## config.mk

```make
export PLATFORM = sky130hd
export DESIGN_NAME = db_arbiter_flat
export DESIGN_NICKNAME = d
export VERILOG_FILES = /design/src/rtl/db_bus_pkg.sv /design/src/rtl/db_arbiter_if.sv /design/src/rtl/rr_arbiter2.sv /design/src/rtl/db_arbiter.sv /design/src/flat_wrapper.sv
export SDC_FILE = /design/constraint.sdc
export NUM_CORES = 1
export LEC_CHECK = 0
export BUFFER_PORTS_ARGS = -buffer_cell sky130_fd_sc_hd__buf_2
export CAP_MARGIN = 20
export CORE_UTILIZATION = 40
export DETAILED_ROUTE_END_ITERATION = 16
export PLACE_DENSITY_LB_ADDON = 0.2
export SYNTH_ARGS = -nofsm -noshare
export SYNTH_HDL_FRONTEND = slang
export SYNTH_HIERARCHICAL = 1
export SYNTH_SLANG_ARGS = --single-unit
```

## constraint.sdc

```tcl
create_clock -name clk -period 1.85 [get_ports clk]
set_input_delay 0.2775 -clock clk [delete_from_list [all_inputs] [get_ports clk]]
set_output_delay 0.2775 -clock clk [all_outputs]
set_load 0.02 [all_outputs]
```

## src/rtl/db_bus_pkg.sv

```systemverilog
// db_bus_pkg: shared access-type codes and arbiter FSM states for the db_* bus
package db_bus_pkg;
  localparam logic [1:0] ACC_NONE  = 2'b00;
  localparam logic [1:0] ACC_READ  = 2'b01;
  localparam logic [1:0] ACC_WRITE = 2'b10;
  typedef enum logic [1:0] {
    IDLE = 2'd0,
    BUSY = 2'd1,
    RESP = 2'd2
  } state_t;
endpackage

```

## src/rtl/db_arbiter_if.sv

```systemverilog
// db_arbiter_if: one db_* bus link; a requester uses master, a responder uses slave
interface db_arbiter_if #(
  parameter int DATA_W = 32,
  parameter int ADDR_W = 32
);
  logic [1:0]        accessType;
  logic [ADDR_W-1:0] addr;
  logic [DATA_W-1:0] dataOut;
  logic [DATA_W-1:0] dataIn;
  logic              ready;
  logic              err;
  modport master(output accessType, addr, dataOut, input dataIn, ready, err);
  modport slave(input accessType, addr, dataOut, output dataIn, ready, err);
endinterface

```

## src/rtl/rr_arbiter2.sv

```systemverilog
// rr_arbiter2: two-way round-robin picker; a tie goes to the requester not granted last
module rr_arbiter2 (
  input  logic       clk,
  input  logic       res_n,
  input  logic [1:0] req,
  input  logic       en,
  output logic [1:0] gnt
);
  logic last_q, last_d;
  // one-hot pick while enabled; remember the winner of each real grant
  always_comb begin
    gnt    = !en ? 2'b00 : (req == 2'b11) ? (last_q ? 2'b01 : 2'b10) : req;
    last_d = (gnt != 2'b00) ? gnt[1] : last_q;
  end
  // last winner register; reset to master 1 so master 0 takes the first tie
  always_ff @(posedge clk or negedge res_n) begin
    if (!res_n) last_q <= 1'b1;
    else        last_q <= last_d;
  end
endmodule

```

## src/rtl/db_arbiter.sv

```systemverilog
// db_arbiter: shares one db_* slave between two masters with round-robin grant and timeout abort
module db_arbiter
  import db_bus_pkg::*;
#(
  parameter int DATA_W  = 32,
  parameter int ADDR_W  = 32,
  parameter int TIMEOUT = 1024
) (
  input logic          clk,
  input logic          res_n,
  db_arbiter_if.slave  m0,
  db_arbiter_if.slave  m1,
  db_arbiter_if.master db
);
  localparam int CW = (TIMEOUT > 0) ? $clog2(TIMEOUT + 1) : 1;
  localparam logic [CW-1:0] CNT_LAST = CW'((TIMEOUT > 0) ? TIMEOUT - 1 : 0);
  state_t            state_q, state_d;
  logic [CW-1:0]     cnt_q, cnt_d;
  logic              sel_q, sel_d;
  logic              err_q, err_d;
  logic [1:0]        type_q, type_d;
  logic [ADDR_W-1:0] addr_q, addr_d;
  logic [DATA_W-1:0] dout_q, dout_d;
  logic [DATA_W-1:0] din0_q, din0_d;
  logic [DATA_W-1:0] din1_q, din1_d;
  logic [1:0]        req, gnt;
  logic              done, abort;
  assign req   = {m1.accessType != ACC_NONE, m0.accessType != ACC_NONE};
  assign done  = (state_q == BUSY) && db.ready;
  assign abort = (state_q == BUSY) && !db.ready && (TIMEOUT != 0) && (cnt_q == CNT_LAST);
  rr_arbiter2 u_rr (
    .clk  (clk),
    .res_n(res_n),
    .req  (req),
    .en   (state_q == IDLE),
    .gnt  (gnt)
  );
  // next state, request latch on grant, timeout count and response capture
  always_comb begin
    state_d = state_q;
    cnt_d   = cnt_q;
    sel_d   = sel_q;
    err_d   = err_q;
    type_d  = type_q;
    addr_d  = addr_q;
    dout_d  = dout_q;
    din0_d  = din0_q;
    din1_d  = din1_q;
    case (state_q)
      IDLE: begin
        if (gnt != 2'b00) begin
          state_d = BUSY;
          sel_d   = gnt[1];
          cnt_d   = '0;
          type_d  = gnt[1] ? m1.accessType : m0.accessType;
          addr_d  = gnt[1] ? m1.addr : m0.addr;
          dout_d  = gnt[1] ? m1.dataOut : m0.dataOut;
        end
      end
      BUSY: begin
        if (done || abort) begin
          state_d = RESP;
          err_d   = abort;
          type_d  = ACC_NONE;
          din0_d  = sel_q ? din0_q : (done ? db.dataIn : '0);
          din1_d  = sel_q ? (done ? db.dataIn : '0) : din1_q;
        end else if (cnt_q != '1) begin
          cnt_d = cnt_q + 1'b1;
        end
      end
      RESP:    state_d = IDLE;
      default: state_d = IDLE;
    endcase
  end
  // state and datapath registers, cleared immediately by reset
  always_ff @(posedge clk or negedge res_n) begin
    if (!res_n) begin
      state_q <= IDLE;
      cnt_q   <= '0;
      sel_q   <= 1'b0;
      err_q   <= 1'b0;
      type_q  <= ACC_NONE;
      addr_q  <= '0;
      dout_q  <= '0;
      din0_q  <= '0;
      din1_q  <= '0;
    end else begin
      state_q <= state_d;
      cnt_q   <= cnt_d;
      sel_q   <= sel_d;
      err_q   <= err_d;
      type_q  <= type_d;
      addr_q  <= addr_d;
      dout_q  <= dout_d;
      din0_q  <= din0_d;
      din1_q  <= din1_d;
    end
  end
  assign db.accessType = type_q;
  assign db.addr       = addr_q;
  assign db.dataOut    = dout_q;
  assign m0.dataIn     = din0_q;
  assign m1.dataIn     = din1_q;
  assign m0.ready      = (state_q == RESP) && !sel_q;
  assign m1.ready      = (state_q == RESP) && sel_q;
  assign m0.err        = (state_q == RESP) && !sel_q && err_q;
  assign m1.err        = (state_q == RESP) && sel_q && err_q;
endmodule

```

## src/flat_wrapper.sv

```systemverilog
// flat-port wrapper written by rule: the top's interface ports become plain ports
module db_arbiter_flat import db_bus_pkg::*;
#(
  parameter int DATA_W  = 32,
  parameter int ADDR_W  = 32,
  parameter int TIMEOUT = 1024
)
  (clk, res_n, m0_accessType, m0_addr, m0_dataOut, m0_dataIn, m0_ready, m0_err, m1_accessType, m1_addr, m1_dataOut, m1_dataIn, m1_ready, m1_err, db_accessType, db_addr, db_dataOut, db_dataIn, db_ready, db_err);
  db_arbiter_if #(.DATA_W(DATA_W), .ADDR_W(ADDR_W)) m0_i ();
  db_arbiter_if #(.DATA_W(DATA_W), .ADDR_W(ADDR_W)) m1_i ();
  db_arbiter_if #(.DATA_W(DATA_W), .ADDR_W(ADDR_W)) db_i ();
  input logic clk;
  input logic res_n;
  input wire logic [$bits(m0_i.accessType)-1:0] m0_accessType;
  input wire logic [$bits(m0_i.addr)-1:0] m0_addr;
  input wire logic [$bits(m0_i.dataOut)-1:0] m0_dataOut;
  output wire logic [$bits(m0_i.dataIn)-1:0] m0_dataIn;
  output wire logic [$bits(m0_i.ready)-1:0] m0_ready;
  output wire logic [$bits(m0_i.err)-1:0] m0_err;
  input wire logic [$bits(m1_i.accessType)-1:0] m1_accessType;
  input wire logic [$bits(m1_i.addr)-1:0] m1_addr;
  input wire logic [$bits(m1_i.dataOut)-1:0] m1_dataOut;
  output wire logic [$bits(m1_i.dataIn)-1:0] m1_dataIn;
  output wire logic [$bits(m1_i.ready)-1:0] m1_ready;
  output wire logic [$bits(m1_i.err)-1:0] m1_err;
  output wire logic [$bits(db_i.accessType)-1:0] db_accessType;
  output wire logic [$bits(db_i.addr)-1:0] db_addr;
  output wire logic [$bits(db_i.dataOut)-1:0] db_dataOut;
  input wire logic [$bits(db_i.dataIn)-1:0] db_dataIn;
  input wire logic [$bits(db_i.ready)-1:0] db_ready;
  input wire logic [$bits(db_i.err)-1:0] db_err;
  assign m0_i.accessType = m0_accessType;
  assign m0_i.addr = m0_addr;
  assign m0_i.dataOut = m0_dataOut;
  assign m0_dataIn = m0_i.dataIn;
  assign m0_ready = m0_i.ready;
  assign m0_err = m0_i.err;
  assign m1_i.accessType = m1_accessType;
  assign m1_i.addr = m1_addr;
  assign m1_i.dataOut = m1_dataOut;
  assign m1_dataIn = m1_i.dataIn;
  assign m1_ready = m1_i.ready;
  assign m1_err = m1_i.err;
  assign db_accessType = db_i.accessType;
  assign db_addr = db_i.addr;
  assign db_dataOut = db_i.dataOut;
  assign db_i.dataIn = db_dataIn;
  assign db_i.ready = db_ready;
  assign db_i.err = db_err;
  db_arbiter #(.DATA_W(DATA_W), .ADDR_W(ADDR_W), .TIMEOUT(TIMEOUT)) u_core (.clk(clk), .res_n(res_n), .m0(m0_i), .m1(m1_i), .db(db_i));
endmodule
```

==> impl_results.md <==
* CP arrival at 2130 ps
* CTS clk-pin slew, worst paths at 70 ps
* Post-Place Cells at 1021
* Cell Area, Synth at 6220 um^2
* Core box area at 15200 um^2
* Worst setup path endpoint: u_core/m1.dataIn[10]
* Worst Max-Slew Pin Slew at 520 ps
* Achievable Freq at 0.548 GHz
* Vias in the first global route at 5531
* Avg WL per Cell at 17.6 um
* CP Cell Sequence: ha_2 -> and4_4 -> a41oi_2 -> buf_4 -> nand3b_1 -> buf_6 -> buf_12 -> a22o_1
* Layout cell share with drive strength beyond 1 at 47.3%
* Cell family with the largest share of critical-path delay: buffers and inverters
* Cells after Synth at 529
* Fin area at 9280 um^2
* Top_reg_cell synth: dfrtp_1
* Hold Crit Class: input pin to flop
* Post-synth EDFFs at 0
* First-pass GRT wire length at 28.2 mm
* HPWL after DPL at 13.1 mm
* Die width at 127 um
* Mux cell area share after synthesis at 11.0%
* FF-to-FF Start: u_core/cnt_q[1]
* Worst Skew at 8.31 ps
* Power density cells at 1980 nW/um^2
* Final Power at 18.4 mW
* Asr flop ratio synth at 100%
* Post-synthesis xor/xnor area fraction at 0%
* Routed wire length at 18.8 mm
* DR pass1 iterations at 4
* Synth Area in Compound Gates at 17.9%
* Crit path time final at 1830 ps
* Clock Tree Buf Depth at 2
* Layout Nets at 1035
* Crit path launch: u_core/cnt_q[1]
* Peak per-stage delay on the critical path at 350 ps
* Initial Util at 40.9%
* Placement Cell Area at 8310 um^2
* Type of the worst setup path: flop to flop
* Critical Path RT at 2150 ps
* Root Driver: clkbuf_16
* Register bit total from synthesis at 146
* Antenna violations before repair at 2
* Chip height at 127 um
* Largest net degree at the start of global routing at 46
* Rows at 45
* Max Cap Violations at 0
* I/O Buffers at 300
* Vias at 5640
* FF-to-FF path depth at 8
* Worst Path Buf+Inv at 3
* Outcome: finished clean
* Critical Path Sink Type: flop
* Crit path depth at 8
* Mapped Avg Cell Area at 11.8 um^2
* Number of distinct library cells after synthesis at 50
* RSZ-0062 raised after global routing: yes
* Simple-gate share of the synthesized area at 8.61%
* CTS H-tree lvls at 4
* Worst slack at placement at -0.741 ps
* Clock Sinks at 146
* IO Count at 302
* VDD IR max at 1.21 mV
* Adder-Cell Fraction of Synth Area at 0.201%
* CTS tree: built
* Fin crit share at 98.7%
* CP Launch Type: flop
* DRT antenna net count at 0
* Grt ovf at 0
* Global Route Usage Sum at 22.7%
* Final core utilization at 61.0%
* Leakage power at 4.65 nW
* Worst-skew pair later-pin latency at 420 ps
* Dominant cell type by area after synthesis: dfrtp_1
* Final hold vios at 0
* Drt drc at 0
* Worst-path cell with the longest stage delay: dfrtp_1
* Cell Count, Final, Fillers Out at 1069
* R2r setup slk at 20 ps
* Area growth, synth to finish at 49.2%
* Total die area at 16000 um^2
* Critical-path maximum fanout at 16
* Net Count, Synth at 698
* GP Congestion at 0.800
* Iter 0 DRT Violations at 255
* Total negative slack at 0 ps
* Synth top area cells: dfrtp_1 (58%), mux2i_1 (11%), a22o_1 (8.9%)
* YS warnings at 6
* Max Slew Vio Count at 0
* Reg2reg end: u_core/m1.dataIn[10]
* Setup slack after layout at 24.0 ps
* Seq/Total Area, Yosys at 58.8%
* Vias/cell at 5.28
* Hold slack at 98.3 ps
* Final setup viols at 0
* Largest family of logic cells by synthesized area: compound AO/OA/AOI/OAI gates
* Synth top area share at 58.4%
* Rel. slew slack at 65.3%
* CTS Buf Count at 17
[worst min path at each step]
stage | startpoint | end | slack, ps | cells after the start
after floorplan | res_n | u_core/cnt_q[0] | -20 | 0
after global placement | res_n | u_core/m0.dataIn[21] | 210 | 1
after detailed placement | res_n | u_core/m0.dataIn[23] | 210 | 1
after CTS | db_dataIn[18] | u_core/m1.dataIn[18] | 80 | 2
after global routing | db_dataIn[5] | u_core/m1.dataIn[5] | 80 | 2
final | db_dataIn[8] | u_core/m0.dataIn[8] | 100 | 2
[synthesized netlist by cell type, types with 2 or more instances]
master,n
nor4b_1,2
inv_1,5
or2_2,2
buf_6,4
nor3b_1,2
nor3_1,5
nand4_1,2
a31o_2,2
a22o_1,63
nand2_1,9
and2_1,2
a221o_1,2
nand3_1,2
and3_1,4
nor2_1,72
clkbuf_1,12
buf_2,19
a211o_1,2
mux2i_1,67
and4_4,2
buf_1,3
dfrtp_1,145
o2bb2ai_1,2
o21ai_0,3
a22o_2,2
a21oi_1,70
[layer usage]
layer / up-vias / global-route usage, % / routed length, um
met1: 2769 / 26.5 / 7390
met3: 22 / 7.34 / 1490
met2: 243 / 38.8 / 9650
met5: - / 0 / 0
li1: 2606 / - / -
met4: 0 / 8.68 / 301
[layout by cell type (no fill, tap or decap), drive strengths merged, types with 2 or more instances in the layout]
cell      synthesis  layout
mux2i            67      67
clkbuf           12      25
bufinv            0       4
o21ai             3       3
nand2             9       9
nor2             72      72
a21oi            71      71
and3              4       4
and2              2       2
and4              4       4
nor4b             2       2
a221o             2       2
a22o             65      65
clkinvlp          0       2
nand4             2       2
a31o              2       2
a211o             3       3
clkinv            0       2
nor3b             2       2
o2bb2ai           2       2
or2               2       2
diode             0       2
buf              27     348
nand3             2       2
nor3              5       5
inv               5      12
dfrtp           145     145
[repair_timing]
action / in CTS / in global routing
hold buffers: 1 / 0
gates resized for setup: 2 / 13
pin swaps: 0 / 7
setup endpoints to repair: 4 / 126
gates cloned: 0 / 9
buffers inserted: 0 / 4
hold endpoints to repair: 34 / 0
[sequential cells by signal, indices dropped and copies added (netlist names)]
register / flops
u_core/err_q: 1
u_core/cnt_q: 11
u_core/m0.dataIn: 32
u_core/db.dataOut: 32
u_core/db.addr: 32
u_core/m1.dataIn: 32
u_core/db.accessType: 2
u_core/sel_q: 1
u_core/state_q: 2
u_core/u_rr/last_q: 1
[logic make-up after synthesis]
family          after synthesis
compound gates              156
simple gates                114
flops                       146
buf+inv                      44
mux                          68
fa+ha+maj                     1
[report_power, final]
part | switching (mW) | total (mW) | internal [mW]
Clock | 1.47 | 3.77 | 2.30
Sequential | 0.796 | 5.45 | 4.65
Combinational | 5.11 | 9.16 | 4.05
Total | 7.37 | 18.4 | 11.0
[layout make-up]
class | count | area [um^2]
diodes | 2 | 5.00
clock inverters | 15 | 218
clock buffers | 17 | 425
inverters | 5 | 18.8
multi-input cells | 339 | 2420
fillers | 1235 | 5930
well taps | 188 | 235
flip-flops and latches | 146 | 3650
repair buffers | 357 | 2300
No activity file was read; power rests on OpenSTA's default activity.
